`src/rtl/multi_channel_counter_pkg.sv`:
```
// Shared types and default sizing for the multi-channel up/down counter.
// Also holds the counting mode that all channels share.
package multi_channel_counter_pkg;

    typedef enum logic {
        MODE_WRAP     = 1'b0,
        MODE_SATURATE = 1'b1
    } counter_mode_t;

    localparam int DEFAULT_COUNTER_WIDTH = 8;
    localparam int DEFAULT_CHANNELS      = 3;

endpackage

```
`src/rtl/counter_channel.sv`:
```
// One bounded up/down counter channel.
// Holds the value register, the boundary-event pulse register and the at_max/at_min flags.
module counter_channel
    import multi_channel_counter_pkg::*;
#(
    parameter int COUNTER_WIDTH = DEFAULT_COUNTER_WIDTH
) (
    input  logic                     clock,
    input  logic                     reset,
    input  logic                     clock_enable,
    input  logic                     count_up,
    input  logic                     count_down,
    input  logic                     load,
    input  logic [COUNTER_WIDTH-1:0] load_value,
    input  counter_mode_t            mode,
    input  logic [COUNTER_WIDTH-1:0] limit,
    output logic [COUNTER_WIDTH-1:0] value,
    output logic                     at_max,
    output logic                     at_min,
    output logic                     boundary_pulse
);

    localparam logic [COUNTER_WIDTH-1:0] ONE  = COUNTER_WIDTH'(1);
    localparam logic [COUNTER_WIDTH-1:0] ZERO = '0;

    logic [COUNTER_WIDTH-1:0] value_p1;
    logic                     pulse_p1;
    logic [COUNTER_WIDTH-1:0] next_value;
    logic                     next_pulse;

    function automatic logic [COUNTER_WIDTH-1:0] clamp_to_limit(
        input logic [COUNTER_WIDTH-1:0] v,
        input logic [COUNTER_WIDTH-1:0] lim
    );
        return (v > lim) ? lim : v;
    endfunction

    // Increment/decrement stay strictly inside 0..limit, so plain W-bit math
    // never overflows; the wrap targets are chosen explicitly rather than
    // relying on modulo-2^W behaviour.
    always_comb begin
        next_value = value_p1;
        next_pulse = 1'b0;
        if (load) begin
            next_value = clamp_to_limit(load_value, limit);
        end else if (clock_enable) begin
            if (value_p1 > limit) begin
                next_value = limit;
            end else if (count_up && !count_down) begin
                if (value_p1 < limit) begin
                    next_value = value_p1 + ONE;
                end else begin
                    next_pulse = 1'b1;
                    if (mode == MODE_WRAP) next_value = ZERO;
                end
            end else if (count_down && !count_up) begin
                if (value_p1 > ZERO) begin
                    next_value = value_p1 - ONE;
                end else begin
                    next_pulse = 1'b1;
                    if (mode == MODE_WRAP) next_value = limit;
                end
            end
        end
    end

    // ---- stage p1: registered value and boundary pulse ----
    always_ff @(posedge clock) begin
        if (reset) begin
            value_p1 <= ZERO;
            pulse_p1 <= 1'b0;
        end else begin
            value_p1 <= next_value;
            pulse_p1 <= next_pulse;
        end
    end

    assign value          = value_p1;
    assign boundary_pulse = pulse_p1;
    assign at_max         = (value_p1 >= limit);
    assign at_min         = (value_p1 == ZERO);

endmodule

```
`src/rtl/multi_channel_counter.sv`:
```
// Bank of CHANNELS independent bounded up/down counters sharing enable, mode and limit.
// Feeds the per-channel PWM generators of the RGB datapath.
module multi_channel_counter
    import multi_channel_counter_pkg::*;
#(
    parameter int COUNTER_WIDTH = DEFAULT_COUNTER_WIDTH,
    parameter int CHANNELS      = DEFAULT_CHANNELS
) (
    input  logic                              clock,
    input  logic                              reset,
    input  logic                              clock_enable,
    input  logic [CHANNELS-1:0]               count_up,
    input  logic [CHANNELS-1:0]               count_down,
    input  logic [CHANNELS-1:0]               load,
    input  logic [CHANNELS*COUNTER_WIDTH-1:0] load_value,
    input  counter_mode_t                     mode,
    input  logic [COUNTER_WIDTH-1:0]          limit,
    output logic [CHANNELS*COUNTER_WIDTH-1:0] value,
    output logic [CHANNELS-1:0]               at_max,
    output logic [CHANNELS-1:0]               at_min,
    output logic [CHANNELS-1:0]               boundary_pulse
);

    for (genvar i = 0; i < CHANNELS; i++) begin : g_channel
        counter_channel #(
            .COUNTER_WIDTH(COUNTER_WIDTH)
        ) u_channel (
            .clock         (clock),
            .reset         (reset),
            .clock_enable  (clock_enable),
            .count_up      (count_up[i]),
            .count_down    (count_down[i]),
            .load          (load[i]),
            .load_value    (load_value[i*COUNTER_WIDTH +: COUNTER_WIDTH]),
            .mode          (mode),
            .limit         (limit),
            .value         (value[i*COUNTER_WIDTH +: COUNTER_WIDTH]),
            .at_max        (at_max[i]),
            .at_min        (at_min[i]),
            .boundary_pulse(boundary_pulse[i])
        );
    end

endmodule
```
`config.mk`:
```
export PLATFORM = sky130hd
export DESIGN_NAME = multi_channel_counter
export DESIGN_NICKNAME = d
export VERILOG_FILES = /design/src/rtl/multi_channel_counter_pkg.sv /design/src/rtl/counter_channel.sv /design/src/rtl/multi_channel_counter.sv
export SDC_FILE = /design/constraint.sdc
export NUM_CORES = 1
export LEC_CHECK = 0
export CELL_PAD_IN_SITES_DETAIL_PLACEMENT = 0
export CELL_PAD_IN_SITES_GLOBAL_PLACEMENT = 1
export CORE_AREA = 2 2 112 114
export DETAILED_ROUTE_END_ITERATION = 16
export DIE_AREA = 0 0 114 116
export PLACE_DENSITY = 0.85
export SYNTH_ARGS = -nofsm -noshare
export SYNTH_HDL_FRONTEND = slang
export SYNTH_SLANG_ARGS = --single-unit
export TNS_END_PERCENT = 30
```
`constraint.sdc`:
```
create_clock -name clock -period 2.6 [get_ports clock]
set_input_delay 0.39 -clock clock [delete_from_list [all_inputs] [get_ports clock]]
set_output_delay 0.39 -clock clock [all_outputs]
set_load 0.05 [all_outputs]
```
* Word level (Yosys, flattened, before mapping)
Index checks and enable logic that the tools add are counted.
Cells by class: $add $sub $neg 6, order comparisons 15, equality and inequality tests 6, multiplexer cells 38, bitwise gates (word level) 1, reductions and logical operators 27
Operator list (number):
- $mux W8 | 26
- $gt A8 B8 Y1 | 6
- $add A8 B1 Y8 const B | 3
- $ge A8 B8 Y1 | 3
- $gt A8 B1 Y1 const B | 3
- $logic_not A8 Y1 | 3
- $lt A8 B8 Y1 | 3
- $sub A8 B1 Y8 const B | 3
- $ne A5 B2 Y1 const B | 3
- $ne A5 B4 Y1 const B | 3
- $mux W1 | 12
- $reduce_and A4 Y1 | 3
- $reduce_bool A4 Y1 | 3
- $reduce_or A4 Y1 | 3
- $logic_and A1 B1 Y1 | 6
- $logic_not A1 Y1 | 6
- $reduce_bool A2 Y1 | 3
- $not A1 Y1 | 1
Storage, ports and cells: register bits 27, input port bits 45, output and inout port bits 33, word-level logic and storage cells 99

* Depth between registers and ports, before layout
Gate-level depths: netlist (run 1).
depth in word-level cells 7, mapped depth 11, mapped depth without buffers 10

* Cells and area by module
Synthesis (run 1) repeated with hierarchy kept, for this count alone.
Second synthesis, totals: cells, all modules 542, area, all modules 4302.9 um2
Modules (own cells, without submodules):
- counter_channel at g_channel[0].u_channel ... | times used 2, cells an instance 180, area an instance 1448.9 um2, sequential area each 180.2 um2
- counter_channel at g_channel[2].u_channel | times used 1, cells an instance 182, area an instance 1405.1 um2, sequential area each 180.2 um2

* Worst setup path before layout (run 1)
No wires, ideal clock.
path type reg2reg, start point register g_channel[1].u_channel.value_p1[7], end point register g_channel[1].u_channel.value_p1[5], setup time 88 ps, arrival 2655 ps, data required time 2512 ps, setup slack -143 ps, stages on the path, launching flop included 10, buffers on the path 1, clock period less this slack 2743 ps, cells stage by stage dfxtp_1 > ha_1 > and3_1 > a221o_1 > nor2_1 > a21oi_2 > o211ai_2 > buf_6 > nor2_1 > a311oi_2
On the way: longest elaborated chain between the ends 7, elaborated cells on any way between the ends 14, classes of those cells 3 x order compare; 2 x eq/ne; 7 x mux; 2 x reduce/logical
Ends and longest elaborated chain:
- start: declaration | RTL line counter_channel.sv:26 | logic [COUNTER_WIDTH-1:0] value_p1;
- start signal: assignment | RTL line counter_channel.sv:73 | value_p1 <= next_value;
- $gt A8 B1 Y1 | RTL line counter_channel.sv:57 | if (value_p1 > ZERO) begin
- $mux W8 | RTL line counter_channel.sv:57
- $mux W8 | RTL line counter_channel.sv:56 | end else if (count_down && !count_up) begin
- $mux W8 | RTL line counter_channel.sv:49 | end else if (count_up && !count_down) begin
- $mux W8 | RTL line counter_channel.sv:47 | if (value_p1 > limit) begin
- $mux W8 | RTL line counter_channel.sv:46 | end else if (clock_enable) begin
- $mux W8 | RTL line counter_channel.sv:44 | if (load) begin
Parallel ways exist; a longest one is shown, timed or not. The select of a mux whose other input is x is not followed. A chain may end at the register's enable or synchronous reset.

* Final worst setup path (run 1)
start point input port limit[1], end point output port at_max[2]
On the way: longest elaborated chain between the ends 1
Ends and longest elaborated chain:
- start: declaration | RTL line multi_channel_counter.sv:17 | input logic [COUNTER_WIDTH-1:0] limit,
- $ge A8 B8 Y1 | RTL line counter_channel.sv:80 | assign at_max = (value_p1 >= limit);
- end: declaration | RTL line multi_channel_counter.sv:19 | output logic [CHANNELS-1:0] at_max,
Every way passes these cells.

==> impl_results.rst, run 1 <==
.. list-table::
   :header-rows: 1

   * - Metric
     - Value
   * - Result of the run
     - complete, no violations
   * - Capturing element type of the critical path
     - output port
   * - Final std cells w/o fill
     - ~850
   * - Least-Margin Pin Slew
     - between 0.5 and 0.6 ns
   * - Setup TNS
     - 0 ns
   * - Worst setup path category
     - in -> out
   * - Iter 0 DRT Violations
     - about 300
   * - Final setup violation count
     - 0
   * - Total overflow reported by the global router
     - 0
   * - Most common cell after layout, fill and taps aside
     - sky130_fd_sc_hd__buf_4
   * - Total number of placement rows
     - 40
   * - Routed Antenna Nets
     - 0
   * - Final setup margin
     - 0.0786 ns
   * - First-pass GRT wire length
     - roughly 26,000 µm
   * - Antenna cells
     - 0
   * - CTS tree
     - done
   * - Die span in y
     - 116 µm
   * - Synth Warn #
     - 0
   * - Arr. time, crit path
     - around 2.1 ns
   * - Maximum fanout along the worst path
     - 7
   * - Net count after synthesis
     - 635
   * - Leading register cell type out of synthesis
     - sky130_fd_sc_hd__dfxtp_1
   * - Library cell used as clock root buffer
     - sky130_fd_sc_hd__clkbuf_16
   * - Cell area after layout
     - 6050 µm²
   * - Clock insertion delay at the later pin of the skew report
     - between 0.2 and 0.3 ns
   * - Slew margin rel.
     - around 63%
   * - Number of standard cells after synthesis
     - about 530
   * - Number of top-level pins
     - between 70 and 80
   * - Top achievable clock speed
     - a little under 0.4 GHz
   * - Number of DRC violations after detailed routing
     - 0
   * - Final count of hold timing violations
     - 0
   * - Full die area
     - approximately 13,000 µm²
   * - Leakage power
     - ~2.5 nW
   * - Synthesized flop and latch total
     - 27
   * - Routability cong.
     - 0.950
   * - Most frequent cells in the layout
     - 114 x sky130_fd_sc_hd__buf_4, 63 x sky130_fd_sc_hd__clkdlybuf4s50_1, 50 x sky130_fd_sc_hd__ha_1
   * - Post-synth ARST share
     - 0%
   * - Number of vias per cell after detailed routing
     - between 6 and 7
   * - Syn avg cell area
     - 7.67 µm²
   * - Fraction of layout cells with a size suffix above 1
     - around 27%
   * - Unique cell type count in the Yosys netlist
     - 77
   * - Post-synthesis sequential area ratio
     - between 10% and 20%
   * - P per Cell Area
     - 564 nW/µm²
   * - Die boundary width
     - between 100 and 150 µm
   * - Routed via count
     - between 5k and 6k
   * - Number of antenna violations at the first check in global routing
     - 0
   * - Total Routing Usage GR
     - approximately 25%
   * - Largest net degree at the start of global routing
     - 32
   * - Starting density of the core
     - between 30% and 40%
   * - EDFF count, synth
     - 0
   * - Clock net sink count
     - 27
   * - Area after DPL
     - between 5000 and 6000 µm²
   * - Post-Place Worst Slack
     - -0.669 ns
   * - Worst vdd rail ir drop
     - roughly 0.00029 V
   * - Post-synthesis to final-layout area growth
     - 48.0%
   * - # nets final
     - between 800 and 900
   * - RSZ-0062 raised after global routing
     - yes
   * - Largest buffer count on any clock path
     - 2
   * - Placed wire-length estimate after detailed placement
     - ~13,000 µm
   * - Clock transition time at the flip-flop clock pins of the worst setup and hold paths
     - 0.08 ns
   * - Placed Instances
     - a little over 800
   * - Max-cap violation count
     - 0
   * - TritonCTS buffer count
     - 3
   * - Worst Setup Start Kind
     - input port
   * - Buffers added on ports
     - just under 80
   * - Avg WL per Cell
     - between 20 and 25 µm
   * - Post-Route WL
     - 17,000 µm
   * - Via count of the first global-routing pass
     - 5,017
   * - Count of fill cells added during filler insertion
     - about 1.1k
   * - Minimum clock period after layout
     - between 2 and 3 ns
   * - Core Box Area
     - 11,900 µm²
   * - Clock Skew
     - roughly 0.0022 ns
   * - Iteration count of the initial detailed-routing pass
     - 5
   * - Required time of the critical path
     - 2.21 ns
   * - Max H-tree Level
     - 1
   * - Final worst-path cycle share
     - 97.0%
   * - Min-delay worst type
     - reg -> reg
   * - Mapped Area
     - 4090 µm²
   * - Max-slew violation total from the final report
     - 0
flip-flops by register name, indices dropped and copies added (netlist names):
signal and count:
g_channel.u_channel.value 24, g_channel.u_channel.boundary_pulse 3
critical path: stages:
cell and delay [ns]:
sky130_fd_sc_hd__dlygate4sd2_1 0.25, sky130_fd_sc_hd__inv_2 0.06, sky130_fd_sc_hd__buf_6 0.14, sky130_fd_sc_hd__ha_1 0.29, sky130_fd_sc_hd__nor2b_1 0.14, sky130_fd_sc_hd__o211ai_1 0.25
sky130_fd_sc_hd__buf_4 0.18, sky130_fd_sc_hd__a21oi_2 0.05, sky130_fd_sc_hd__nor2_2 0.14, sky130_fd_sc_hd__nand2_1 0.08, sky130_fd_sc_hd__buf_6 0.16
final cells by class:
type	instances	area, µm²	area share, %
Clock buffer	3	75.1	1.24
Clock inverter	1	7.51	0.124
Inverter	24	92.6	1.53
Multi-Input combinational cell	450	3470	57.4
Sequential cell	27	547	9.04
Tap cell	147	184	3.04
Timing Repair Buffer	193	1670	27.6
power by group:
group          total [mW]  internal (mW)  switching [mW]  leakage, nW
Sequential          0.578          0.484          0.0949        0.225
Combinational        2.44           1.04            1.39         2.26
Clock               0.396          0.211           0.185       0.0371
kinds of logic (layout without fill, tap and decap cells):
group                      count (synthesis)  after routing  share of synthesized area [%]
xor gates and xnor gates                   8              8                           1.71
adders and majority gates                 57             57                           17.4
AOI/OAI and AO/OA                        179            179                           33.5
and+or+nand+nor                          202            202                           26.0
muxes                                      4              4                          0.980
DFF                                       27             27                           13.2
buffers and inverters                     56            221                           7.04
synthesized netlist by cell type, types with 5 or more instances:
cell type / instances / area, µm²
sky130_fd_sc_hd__ha_1: 57 / 713
sky130_fd_sc_hd__nor2_1: 42 / 158
sky130_fd_sc_hd__nand2_1: 40 / 150
sky130_fd_sc_hd__a21oi_1: 37 / 185
sky130_fd_sc_hd__dfxtp_1: 27 / 541
sky130_fd_sc_hd__nand3_1: 25 / 125
sky130_fd_sc_hd__inv_1: 22 / 82.6
sky130_fd_sc_hd__o211ai_1: 15 / 113
sky130_fd_sc_hd__o21ai_0: 15 / 75.1
sky130_fd_sc_hd__nand4_1: 14 / 87.6
sky130_fd_sc_hd__nor2b_1: 14 / 87.6
sky130_fd_sc_hd__clkbuf_1: 13 / 48.8
sky130_fd_sc_hd__nand2b_1: 12 / 75.1
sky130_fd_sc_hd__nor3_1: 10 / 50.1
sky130_fd_sc_hd__buf_4: 9 / 67.6
sky130_fd_sc_hd__a311oi_1: 8 / 70.1
sky130_fd_sc_hd__and3_1: 8 / 50.1
sky130_fd_sc_hd__a22oi_1: 7 / 52.6
sky130_fd_sc_hd__nor4_1: 7 / 43.8
sky130_fd_sc_hd__o221ai_1: 7 / 61.3
sky130_fd_sc_hd__or3_1: 7 / 43.8
sky130_fd_sc_hd__a211oi_1: 6 / 45.0
sky130_fd_sc_hd__a21o_1: 6 / 45.0
sky130_fd_sc_hd__o21bai_1: 6 / 45.0
sky130_fd_sc_hd__o32ai_1: 6 / 52.6
sky130_fd_sc_hd__xor2_1: 6 / 52.6
sky130_fd_sc_hd__a221o_1: 5 / 50.1
sky130_fd_sc_hd__a311oi_2: 5 / 75.1
sky130_fd_sc_hd__a31oi_1: 5 / 31.3
sky130_fd_sc_hd__buf_6: 5 / 56.3
sky130_fd_sc_hd__o311a_1: 5 / 50.1
per-stage QoR:
stage               total power, mW  utilization [%]  hold WS, ns
floorplan                      2.00                -        0.469
global placement               2.80             47.4        0.541
detailed placement             2.83             47.4        0.558
CTS                            3.32             49.7        0.569
global route                   3.60             50.8        0.639
finish                         3.41             50.8        0.601
layer usage:
metal,wire length (µm),GRT usage (%)
met3,1110,2.51
met5,0,0
met1,6900,31.0
met4,767,11.5
met2,8230,44.9
path summary, 6_finish.rpt:
kind | from | end | slack, ns | cells past startpoint
max | limit[1] | at_max[2] | 0.08 | 11
min | g_channel[2].u_channel.value[0] | g_channel[2].u_channel.value[0] | 0.60 | 2
max reg2reg | g_channel[2].u_channel.value[1] | g_channel[2].u_channel.value[0] | 0.14 | 9
min reg2reg | g_channel[2].u_channel.value[0] | g_channel[2].u_channel.value[0] | 0.60 | 2
what timing repair did:
action                                  4_1_cts  5_1_grt
hold buffers                                  0        0
gates resized for setup                      38       21
setup buffers                                 6        4
endpoints found under the setup margin       27       28
pin swaps                                    13       15
(Power assumes the default switching activity.)
==> inputs of run 2 (changes only) <==
--- a/config.mk
+++ b/config.mk
@@ -5,9 +5,11 @@
 export SDC_FILE = /design/constraint.sdc
 export NUM_CORES = 1
 export LEC_CHECK = 0
+export ABC_CLOCK_PERIOD_IN_PS = 2600
 export CELL_PAD_IN_SITES_DETAIL_PLACEMENT = 0
 export CELL_PAD_IN_SITES_GLOBAL_PLACEMENT = 1
 export CORE_AREA = 2 2 112 114
+export CTS_CLUSTER_SIZE = 8
 export DETAILED_ROUTE_END_ITERATION = 16
 export DIE_AREA = 0 0 114 116
 export PLACE_DENSITY = 0.85
==> results of run 2 <==
No change in the layout: final DEF, timing and power equal those of run 1.
